$ cat src/rtl/pipe_pkg.sv
// Shared pipeline definitions for the fetch stage: datapath width, instruction size,
// reset PC and the {pc, instr} entry carried from fetch to decode.
package pipe_pkg;

    localparam int XLEN        = 32;
    localparam int INSTR_BYTES = 4;

    localparam logic [XLEN-1:0] RESET_PC_DEFAULT = 32'd0;

    typedef struct packed {
        logic [XLEN-1:0] pc;
        logic [XLEN-1:0] instr;
    } fetch_entry_t;

    function automatic logic [XLEN-1:0] align_pc(input logic [XLEN-1:0] pc);
        return {pc[XLEN-1:2], 2'b00};
    endfunction

endpackage

$ cat src/rtl/sync_fifo.sv
// Generic single-clock FIFO with synchronous flush; storage is cleared on reset.
// Latency: a push is visible at the head the cycle after it is written.
// Backpressure: pushes when full and pops when empty are ignored; callers gate on full/empty.
module sync_fifo #(
    parameter int WIDTH = 32,
    parameter int DEPTH = 2,
    localparam int AW = (DEPTH > 1) ? $clog2(DEPTH) : 1,
    localparam int CW = $clog2(DEPTH + 1)
) (
    input  logic             clk,
    input  logic             reset,
    input  logic             flush,
    input  logic             push,
    input  logic [WIDTH-1:0] push_dat,
    input  logic             pop,
    output logic [WIDTH-1:0] head_dat,
    output logic [CW-1:0]    count,
    output logic             empty,
    output logic             full
);

    logic [WIDTH-1:0] mem [DEPTH];
    logic [AW-1:0]    wr_ptr;
    logic [AW-1:0]    rd_ptr;
    logic             push_ok;
    logic             pop_ok;

    function automatic logic [AW-1:0] ptr_inc(input logic [AW-1:0] p);
        return (p == AW'(DEPTH - 1)) ? '0 : p + AW'(1);
    endfunction

    assign empty    = (count == '0);
    assign full     = (count == CW'(DEPTH));
    assign push_ok  = push & !full;
    assign pop_ok   = pop & !empty;
    assign head_dat = mem[rd_ptr];

    always_ff @(posedge clk) begin
        if (reset) begin
            for (int i = 0; i < DEPTH; i++) begin
                mem[i] <= '0;
            end
        end else if (push_ok && !flush) begin
            mem[wr_ptr] <= push_dat;
        end
    end

    always_ff @(posedge clk) begin
        if (reset || flush) begin
            wr_ptr <= '0;
            rd_ptr <= '0;
            count  <= '0;
        end else begin
            if (push_ok) wr_ptr <= ptr_inc(wr_ptr);
            if (pop_ok)  rd_ptr <= ptr_inc(rd_ptr);
            case ({push_ok, pop_ok})
                2'b10:   count <= count + CW'(1);
                2'b01:   count <= count - CW'(1);
                default: ;
            endcase
        end
    end

endmodule

$ cat src/rtl/fetch_ctrl.sv
// Instruction-fetch controller: issues in-order imem requests from curr_pc and steers nxt_pc.
// Latency: request at t, response at t+k (k>=1), instruction offered to decode at t+k+1.
// Backpressure: issue stops once buffered + outstanding reaches BUF_DEPTH; redirect stalls issue one cycle.
module fetch_ctrl
    import pipe_pkg::*;
#(
    parameter logic [XLEN-1:0] RESET_PC  = RESET_PC_DEFAULT,
    parameter int              BUF_DEPTH = 2
) (
    input  logic            clk,
    input  logic            reset,
    input  logic [XLEN-1:0] curr_pc,
    output logic [XLEN-1:0] nxt_pc,
    input  logic            redirect_valid,
    input  logic [XLEN-1:0] redirect_pc,
    output logic            imem_req_valid,
    output logic [XLEN-1:0] imem_req_addr,
    input  logic            imem_req_ready,
    input  logic            imem_rsp_valid,
    input  logic [XLEN-1:0] imem_rsp_data,
    output logic            if_valid,
    output logic [XLEN-1:0] if_instr,
    output logic [XLEN-1:0] if_pc,
    input  logic            id_ready
);

    localparam int CW = $clog2(BUF_DEPTH + 1);

    logic [CW-1:0]   outstanding;
    logic [CW-1:0]   drop_cnt;
    logic [CW-1:0]   buf_count;
    logic [CW-1:0]   pend_count;
    logic            buf_empty;
    logic            buf_full;
    logic            pend_empty;
    logic            pend_full;
    logic [XLEN-1:0] pend_pc;
    fetch_entry_t    buf_in;
    fetch_entry_t    buf_head;

    logic req_fire;
    logic rsp_fire;
    logic pop_fire;
    logic live_rsp;

    assign imem_req_valid = !reset && !redirect_valid &&
                            ((32'(buf_count) + 32'(outstanding)) < BUF_DEPTH);
    assign imem_req_addr  = curr_pc;
    assign req_fire       = imem_req_valid & imem_req_ready;
    assign rsp_fire       = imem_rsp_valid;

    // Responses to requests made before a redirect are stale and never reach the buffer.
    assign live_rsp = rsp_fire && (drop_cnt == '0) && !redirect_valid;

    assign if_valid = !buf_empty && !redirect_valid;
    assign pop_fire = if_valid & id_ready;
    assign if_pc    = buf_head.pc;
    assign if_instr = buf_head.instr;
    assign buf_in   = '{pc: pend_pc, instr: imem_rsp_data};

    always_comb begin
        nxt_pc = curr_pc;
        if (reset) begin
            nxt_pc = RESET_PC;
        end else if (redirect_valid) begin
            nxt_pc = align_pc(redirect_pc);
        end else if (req_fire) begin
            nxt_pc = curr_pc + XLEN'(INSTR_BYTES);
        end
    end

    always_ff @(posedge clk) begin
        if (reset) begin
            outstanding <= '0;
        end else begin
            case ({req_fire, rsp_fire})
                2'b10:   outstanding <= outstanding + CW'(1);
                2'b01:   outstanding <= outstanding - CW'(1);
                default: ;
            endcase
        end
    end

    always_ff @(posedge clk) begin
        if (reset) begin
            drop_cnt <= '0;
        end else if (redirect_valid) begin
            drop_cnt <= outstanding - CW'(rsp_fire);
        end else if (rsp_fire && drop_cnt != '0) begin
            drop_cnt <= drop_cnt - CW'(1);
        end
    end

    // Holds only live requests: flushed on redirect, so stale responses must not pop it.
    sync_fifo #(
        .WIDTH (XLEN),
        .DEPTH (BUF_DEPTH)
    ) u_pend (
        .clk      (clk),
        .reset    (reset),
        .flush    (redirect_valid),
        .push     (req_fire),
        .push_dat (curr_pc),
        .pop      (live_rsp),
        .head_dat (pend_pc),
        .count    (pend_count),
        .empty    (pend_empty),
        .full     (pend_full)
    );

    sync_fifo #(
        .WIDTH ($bits(fetch_entry_t)),
        .DEPTH (BUF_DEPTH)
    ) u_ibuf (
        .clk      (clk),
        .reset    (reset),
        .flush    (redirect_valid),
        .push     (live_rsp),
        .push_dat (buf_in),
        .pop      (pop_fire),
        .head_dat (buf_head),
        .count    (buf_count),
        .empty    (buf_empty),
        .full     (buf_full)
    );

    a_rsp_needs_outstanding: assert property (@(posedge clk) disable iff (reset)
        imem_rsp_valid |-> (outstanding != '0));
    a_live_has_pc: assert property (@(posedge clk) disable iff (reset)
        live_rsp |-> (!pend_empty && !buf_full));
    a_pend_no_overflow: assert property (@(posedge clk) disable iff (reset)
        req_fire |-> !pend_full);
    a_pend_tracks_live: assert property (@(posedge clk) disable iff (reset)
        pend_count == (outstanding - drop_cnt));

endmodule

$ cat config.mk
export PLATFORM = sky130hd
export DESIGN_NAME = fetch_ctrl
export DESIGN_NICKNAME = d
export VERILOG_FILES = /design/src/rtl/pipe_pkg.sv /design/src/rtl/sync_fifo.sv /design/src/rtl/fetch_ctrl.sv
export SDC_FILE = /design/constraint.sdc
export NUM_CORES = 1
export LEC_CHECK = 0
export ABC_AREA = 1
export CORE_ASPECT_RATIO = 1.1
export CORE_MARGIN = 2
export CORE_UTILIZATION = 45
export CTS_CLUSTER_DIAMETER = 120
export DETAILED_ROUTE_END_ITERATION = 6
export PLACE_DENSITY = 0.75
export SLEW_MARGIN = 30
export SYNTH_ARGS = -nofsm -noshare
export SYNTH_HDL_FRONTEND = slang
export SYNTH_SLANG_ARGS = --single-unit
$ cat constraint.sdc
create_clock -name clk -period 3.3 [get_ports clk]
set_input_delay 0.33 -clock clk [delete_from_list [all_inputs] [get_ports clk]]
set_output_delay 0.33 -clock clk [all_outputs]
set_load 0.01 [all_outputs]
Word-level counts from Yosys, hierarchy flattened
Memory sizes are Yosys's and may differ from the RTL's. A register that Yosys moved wholly into a read port is not among the register bits.
Index checks and enable logic that the tools add are counted.

storage, ports and cells
  output and inout bits = 130
  input port bits = 102
  memories = 2
  bits in writable memories = 192
  bits in registers = 12

cells by class
  bitwise operators = 6
  reductions and logical operators = 25
  equality and inequality tests = 8
  $add $sub $neg = 14
  multiplexer cells = 30
  order comparisons = 1

memory list
  name        words  bits a word  rd ports  clocked after memory_dff  wr ports  RTL line         text
  u_ibuf.mem  2      64           1         1                         2         sync_fifo.sv:22  logic [WIDTH-1:0] mem [DEPTH];
  u_pend.mem  2      32           1         1                         2         sync_fifo.sv:22

operators with widths
  operator                 count
  $mux W32                 4
  $mux W64                 1
  $reduce_or A64 Y1        1
  $add A32 B3 Y32 const B  1
  $reduce_or A32 Y1        1
  $mux W1                  20
  $pmux W2 S2              3
  $eq A2 B2 Y1 const B     5
  $reduce_bool A2 Y1       5
  $logic_and A1 B1 Y1      8
  $sub A2 B1 Y2 const B    4
  $add A2 B1 Y2 const B    3
  $and A1 B1 Y1            6
  $eq A2 B1 Y1 const B     3
  $logic_not A1 Y1         6
  $logic_not A2 Y1         3
  $add A1 B1 Y1 const B    4
  $mux W2                  2
  $add A2 B2 Y3            1
  $lt A3 B2 Y1 const B     1
  $sub A2 B1 Y2            1
  $logic_or A1 B1 Y1       1

Depth between registers and ports, before layout
  word-level depth = 11
  mapped depth = 13

By module
A second synthesis with hierarchy kept.

unflattened totals
  cell total of the unflattened synthesis = 1102
  area total of the unflattened synthesis = 10979.3 µm²

modules (own cells, without submodules)
  module               cells each  times used  area an instance (µm²)  sequential area each (µm²)
  sync_fifo at u_ibuf  446         1           5686.7                  3943.8
  sync_fifo at u_pend  243         1           3108.0                  2021.9
  fetch_ctrl           413         1           2184.6                  80.1

Worst setup path before layout
OpenSTA, ideal clock, no wires.

  path type = register to register
  start = register drop_cnt[0]
  end = memory u_ibuf.mem[0][0] (netlist bit) (enable)
  setup slack = 0.261 ns
  data arrival time = 2.616 ns
  required time = 2.876 ns
  setup time = 0.424 ns
  stages on the path, launching flop included = 9
  buffers on the path = 2
  cells stage by stage = dfxtp_1 inv_1 ha_1 nand3_1 a21oi_2 nand3_1 clkbuf_1 buf_2 nand2_1

RTL lines
  what                    RTL line          text
  from (decl)             fetch_ctrl.sv:30  logic [CW-1:0] drop_cnt;
  from (signal assigned)  fetch_ctrl.sv:88  drop_cnt <= outstanding - CW'(rsp_fire);
  from (signal assigned)  fetch_ctrl.sv:90  drop_cnt <= drop_cnt - CW'(1);
  to (decl)               sync_fifo.sv:22

Final worst setup path
  start = register u_ibuf.count[0]
  end = output port nxt_pc[2]

between the ends
  word-level cells in the longest chain between the ends = 7

ends and longest elaborated chain
  what                    RTL line          text
  from (decl)             sync_fifo.sv:17   output logic [CW-1:0] count,
  from (signal assigned)  sync_fifo.sv:57   2'b10: count <= count + CW'(1);
  from (signal assigned)  sync_fifo.sv:58   2'b01: count <= count - CW'(1);
  $add A2 B2 Y3           fetch_ctrl.sv:47  ((32'(buf_count) + 32'(outstanding)) < BUF_DEPTH);
  $lt A3 B2 Y1            fetch_ctrl.sv:47
  $logic_and A1 B1 Y1     fetch_ctrl.sv:46  assign imem_req_valid = !reset && !redirect_valid &&
  $and A1 B1 Y1           fetch_ctrl.sv:49  assign req_fire = imem_req_valid & imem_req_ready;
  $mux W32                fetch_ctrl.sv:67  end else if (req_fire) begin
  $mux W32                fetch_ctrl.sv:65  end else if (redirect_valid) begin
  $mux W32                fetch_ctrl.sv:63  if (reset) begin
  to (decl)               fetch_ctrl.sv:13  output logic [XLEN-1:0] nxt_pc,

No other way between the ends.

==> metrics.md <==
| Metric | Value |
|---|---|
| Outcome | `completed` |
| Count of pins over their slew limit | `0` |
| CTS tree | `done` |
| Setup CP Type | `reg -> out` |
| Highest-delay cell along the critical path | `clkdlybuf4s50_1` |
| Residual DRC | `0` |
| Clk root buf | `clkbuf_16` |
| Dpl cells | `1512` |
| Row count | `58` |
| Routed len/inst | `16.14 um` |
| Area of the multi-input gates | `3666 um2` |
| Gr ovfl total | `0` |
| Critical Path AT | `2830 ps` |
| Hold Path Depth | `1` |
| DIE HEIGHT | `164.8 um` |
| Final hold vios | `0` |
| Met3 usage | `0.03039` |
| Grt met1 use | `0.2415` |
| Die width | `150.2 um` |
| Syn Inst Count | `1034` |
| Cell variety after synth | `36` |
| RSZ-0062 raised after global routing | `no` |
| # hold bufs at CTS | `0` |
| Storage element area | `roughly 6000 um2` |
| Initial antenna violation count | `0` |
| P_leak | `0.005851 uW` |
| Period utilization | `0.9588` |
| Max frequency | `about 320 MHz` |
| Max-Cap Viols | `0` |
| GPL Wtd Cong | `0.9059` |
| Hold Crit Class | `reg -> reg` |
| Global-route wire length before repair | `38.60 mm` |
| Busiest grt layer | `met2` |
| Initial core utilization | `0.4600` |
| Startpoint Class | `flip-flop` |
| Worst rel slew slack | `0.4797` |
| Inserted Diodes | `0` |
| Final WL | `25.20 mm` |
| Crit-path cells | `nand2_1, inv_1, fa_1, nor2_4, buf_4, nand3_2, buf_4, xor2_1, o21ai_1, inv_1, clkdlybuf4s50_1` |
| Area grow syn2layout | `31.69%` |
| Layout cell share with drive strength beyond 1 | `0.1499` |
| Core area | `23000 um2` |
| Setup TNS | `0 ps` |
| Met2 Use GR | `0.3582` |
| Post-synthesis area per instance | `10.23 um2` |
| DIE AREA | `24760 um2` |
| Detailed placement HPWL | `17.19 mm` |
| GRT Total Usage | `0.1991` |
| Starting DRT DRC Count | `432` |
| Reg clk slew, reported paths | `60 ps` |
| Vias per cell | `4.999` |
| Final period demand of the worst path | `3164 ps` |
| Slew at the pin with the worst max-slew slack | `779.6 ps` |
| Flops & latches, synth | `206` |
| CTS Sinks | `roughly 210` |
| Fillcell total | `1846` |
| Max clock buf depth | `3` |
| Drt first pass iters | `5` |
| Setup crit end kind | `output port` |
| YS warnings | `0` |
| WP depth | `11` |
| CTS HTree Levels | `1` |
| Vias in the first global route | `around 7800` |
| Worst reg2reg path depth | `12` |
| Final setup viols | `0` |
| Power Density | `443.8 nW/um2` |
| Sequential area share after synthesis | `0.5713` |
| Num CTS Buffers | `21` |
| # nets final | `1355` |
| Final non-filler cell total | `1561` |
| Post-Synthesis Net Count | `between 1000 and 1500` |
| WP buf/inv | `5` |
| Crit-path max cell delay | `530 ps` |
| Critical path peak fanout | `5` |
| Routed Antenna Nets | `0` |
| Max IR drop VDD | `0.0002981 V` |
| Synth Cell Area | `10580 um2` |
| Vias | `just under 8000` |
| Port-buffer cells | `229` |
| Top Ports | `~230` |
| Largest net degree at the start of global routing | `65` |
| Insertion delay to the later sink of the worst-skew pair | `500 ps` |
| CP required | `2970 ps` |
| Clock Skews | `~17 ps` |
| CP delay by family, top | `buffers and inverters` |
-- cell usage in the layout (no fill, tap or decap), types with 28 or more instances in the layout --
| master | count |
|---|---|
| nor2_4 | 38 |
| edfxtp_1 | 192 |
| inv_1 | 126 |
| clkdlybuf4s50_1 | 205 |
| nand2_1 | 139 |
| nor2_1 | 206 |
| buf_4 | 28 |
| nand3_1 | 56 |
| mux2i_1 | 32 |
| mux2_2 | 64 |
-- cells by family after synthesis --
| logic type | count (synthesis) | synth area share |
|---|---|---|
| buffers and inverters | 204 | 0.09127 |
| flip-flops | 206 | 0.5713 |
| AND/OR/NAND/NOR | 463 | 0.1987 |
| XOR/XNOR | 4 | 0.003311 |
| AO/OA/AOI/OAI | 54 | 0.02802 |
| multiplexers | 96 | 0.09837 |
| adder cells (fa/ha/maj) | 7 | 0.008985 |
-- cell usage after synthesis, drive strengths merged --
cell / number / share of area
nand4: 10 / 0.0059
o21ai: 23 / 0.011
dfxtp: 14 / 0.026
mux2: 64 / 0.068
nand2: 144 / 0.052
o221ai: 1 / 0.00083
a31oi: 2 / 0.0012
nand3: 59 / 0.028
ha: 6 / 0.0071
nor3: 2 / 0.00095
or2: 1 / 0.00059
mux2i: 32 / 0.030
xnor2: 1 / 0.00083
xor2: 3 / 0.0025
nor2: 245 / 0.11
o211ai: 5 / 0.0035
nand3b: 1 / 0.00071
inv: 128 / 0.045
and3: 1 / 0.00059
edfxtp: 192 / 0.54
clkbuf: 19 / 0.0067
buf: 57 / 0.039
fa: 1 / 0.0019
a21oi: 23 / 0.012
-- worst reg2reg max path, delay by kind of cell (launching register included) --
kind,cells,cell delay [ps]
compound gates,1,40
fa+ha+maj,1,530
buf+inv,5,920
flops,1,340
simple gates,5,750
-- stage by stage --
stage / total power [uW] / hold slack, ps / utilization / worst slack [ps] / area (um2)
6_report: 6185 / 452.0 / 0.6058 / 136.1 / 13940
5_1_grt: 6431 / 485.2 / 0.6058 / 4.649 / 13940
4_1_cts: 6249 / 452.6 / 0.6015 / 1.753 / 13840
3_5_place_dp: 3928 / 440.1 / 0.5670 / 187.5 / 13040
3_3_place_gp: 3914 / 426.8 / 0.5668 / 201.5 / 13040
2_1_floorplan: 3495 / 407.4 / - / 260.5 / 10580
-- final timing paths --
path / from / to / slack [ps]
hold reg to reg: u_pend.rd_ptr / flip-flop / 450
hold / removal: u_pend.rd_ptr / flip-flop / 450
setup reg to reg: u_ibuf.count[0] / u_pend.mem[0][1] / 460
setup / recovery: u_ibuf.count[0] / nxt_pc[2] / 140
-- metal layers --
layer	up-vias	wire length, um
met2	299	12580
met3	53	1547
met4	0	756
li1	3813	-
met5	-	0
met1	3639	10320
-- timing repair --
| item | in CTS | in global routing |
|---|---|---|
| pin swaps | 6 | 8 |
| setup buffers | 6 | 4 |
| gates cloned | 0 | 1 |
| setup endpoints to repair | 25 | 27 |
| resized for setup | 17 | 25 |
-- flip-flops by register name (all words and copies together), names as in the netlist, 2 cells and up, named ones only --
signal,count
u_ibuf.count,2
u_pend.count,2
outstanding,2
u_ibuf.mem,128
drop_cnt,2
u_pend.mem,64
-- power by group --
group | leakage, uW | internal, uW | switching (uW)
clock network | 0.000324 | 1340 | 959
logic | 0.00342 | 415 | 447
registers | 0.00211 | 2990 | 34.9
total | 0.00585 | 4740 | 1440
-- cell type report --
| cell class | count | share of cell area |
|---|---|---|
| multi-input combinational | 625 | 0.2631 |
| clock inverter | 12 | 0.008978 |
| tap | 300 | 0.02693 |
| sequential | 206 | 0.4344 |
| inverter | 128 | 0.03448 |
| clock buffer | 26 | 0.03906 |
| timing repair buffer | 264 | 0.1931 |
Power figures use the tool's default switching activity.
==> edit, RTL diff (config.mk and constraints unchanged) <==
`BUF_DEPTH`: 2 -> 4.
--- a/src/rtl/fetch_ctrl.sv
+++ b/src/rtl/fetch_ctrl.sv
@@ -5,7 +5,7 @@
     import pipe_pkg::*;
 #(
     parameter logic [XLEN-1:0] RESET_PC  = RESET_PC_DEFAULT,
-    parameter int              BUF_DEPTH = 2
+    parameter int              BUF_DEPTH = 4
 ) (
     input  logic            clk,
     input  logic            reset,
Check against the original RTL: not equivalent (Yosys sat finds a counterexample within 4 cycles, from zero or initial values and one cycle with reset high).
==> edit against the original RTL <==
  * Non-clock buffer count increased by 16
  * Routed wire length increased by 95%
  * Worst setup slack improved by 1.4 ps
  * Power increased by 86%
  * Cell count increased by 75%
  * Area after synthesis increased by 80%
  * First-iteration DRC count increased to 2.5 times the old value
  * Sequential share of layout area increased by 8.4 points
  * Sequential cell count increased by 202
  * Final area increased by 66%
  * Critical path depth decreased by 3
  * Die area increased by 77%
==> edit: results (changes against the original RTL) <==
| Metric | Value |
|---|---|
| Mean Syn Cell Area | `9.712 um2 (was 10.23 um2)` |
| Postcts setup bufs | `0 (was 6)` |
| Synth top cells by count | `nor2_1, edfxtp_1, nand2_1, o21ai_0, inv_1 (was nor2_1, edfxtp_1, nand2_1, inv_1, mux2_2)` |
| Vias/cell | `5.369 (was 4.999)` |
| First-pass GRT wire length | `76.08 mm (was 38.60 mm)` |
| Lkg Pwr | `9.147 nW (was 5.851 nW)` |
| Min-delay src | `u_pend.count[0] (was u_pend.rd_ptr)` |
| Post-DP Area | `21840 um2 (was 13040 um2)` |
| Cell variety after synth | `34 (was 36)` |
| Post-synth EDFFs | `384 (was 192)` |
| Nets | `2251 (was 1355)` |
| Slew headroom | `41.57% (was 47.97%)` |
| Largest net degree at the start of global routing | `73 (was 65)` |
| Tot GR Track Use | `22.28% (was 19.91%)` |
| Area contributors post-synth | `edfxtp_1, nor2_1, o21ai_0 (was edfxtp_1, nor2_1, mux2_2)` |
| CTS Root Cell | `clkbuf_16 (unchanged)` |
| Sequential fraction of the synthesis area | `63.17% (was 57.13%)` |
| Vias in the first global route | `14689 (was 7755)` |
| Syn nets | `2077 (was 1143)` |
| Number of flip-flops in the largest register | `256 (was 128)` |
| Antenna violations before repair | `0 (unchanged)` |
| GPL Wtd Cong | `0.8617 (was 0.9059)` |
| Worst-Skew Late Latency | `540 ps (was 500 ps)` |
| CTS resizes | `0 (was 17)` |
| WL/cell | `17.96 um (was 16.14 um)` |
| R2R depth | `10 (was 12)` |
| Initial DRC Count | `1094 (was 432)` |
| Max IR drop VDD | `0.3067 mV (was 0.2981 mV)` |
| Worst hold slack | `453.5 ps (was 452.0 ps)` |
| Post-Route WL | `49.05 mm (was 25.20 mm)` |
| R2R Setup Slk | `630 ps (was 460 ps)` |
| # rows | `79 (was 58)` |
| Largest regs | `u_ibuf.mem: 256 flops, u_pend.mem: 128 flops (was u_ibuf.mem: 128 flops, u_pend.mem: 64 flops)` |
| Clock Skews | `22.40 ps (was 16.87 ps)` |
| Pre-CTS WS | `141.1 ps (was 187.5 ps)` |
| HPWL Detailed | `29.71 mm (was 17.19 mm)` |
| CTS Buf Count | `41 (was 21)` |
| Worst reg2reg startpoint | `outstanding[2] (was u_ibuf.count[0])` |
| Crit Path Max Fanout | `26 (was 5)` |
| Status | `finished, final reports clean (unchanged)` |
| Worst reg2reg endpoint | `u_pend.mem[2][25] (was u_pend.mem[0][1])` |
| Htree depth | `2 (was 1)` |
| Fraction of layout cells with a size suffix above 1 | `6.423% (was 14.99%)` |
| DR pass1 iterations | `7 (was 5)` |
| Core area | `42010 um2 (was 23000 um2)` |
| Placed Cells | `2654 (was 1512)` |
[edit: kinds of logic (layout without fill, tap and decap cells)]
family | Yosys count | in the layout | share of synthesized area (%)
AO/OA/AOI/OAI | 357 | 357 | 10.53
XOR/XNOR | 5 | 5 | 0.2303
adder cells (fa/ha/maj) | 17 | 17 | 1.237
buffers and inverters | 309 | 515 | 6.929
flip-flops | 408 | 408 | 63.17
AND/OR/NAND/NOR | 862 | 862 | 17.90
[edit: cell type report]
cell class              count  area (um2)
clock buffers              59        1156
clock inverters            16       112.6
fillers                  3553       18840
inverters                 160       603.1
multi-input cells        1241        5753
flip-flops and latches    408       12020
well taps                 567       709.4
repair buffers            280        2818
[edit: per-layer routing]
layer / GRT usage, % / share of wire [%]
met5: 0 / 0
met4: 8.025 / 2.6
met3: 3.673 / 7.7
met2: 38.24 / 49
met1: 28.45 / 40
[edit: power by group]
part           internal (mW)  switching (mW)  leakage (nW)
Combinational          0.458           0.656          4.36
Sequential              5.89          0.0685          4.17
Clock                   2.52            1.88         0.620
Total                   8.87            2.61          9.15
[edit: how the worst max path moves through the flow]
stage / depth (start not counted) / endpoint / from / slack (ps)
after detailed placement: 10 / nxt_pc[31] / curr_pc[2] / 140
final: 8 / nxt_pc[5] / outstanding[2] / 140
after floorplan: 12 / u_ibuf.mem[2][0] / drop_cnt[0] / 10
after global routing: 12 / nxt_pc[20] / curr_pc[3] / -20
after global placement: 9 / nxt_pc[22] / curr_pc[3] / 180
after CTS: 8 / nxt_pc[14] / outstanding[2] / 90
[edit: critical path: stages (launching register included)]
cell and delay, ps:
dfxtp_1 400, ha_1 260, inv_1 50, nand2_1 100, nor3_4 360, clkbuf_16 280, nand3_1 90, a31oi_1 190
clkdlybuf4s50_1 570
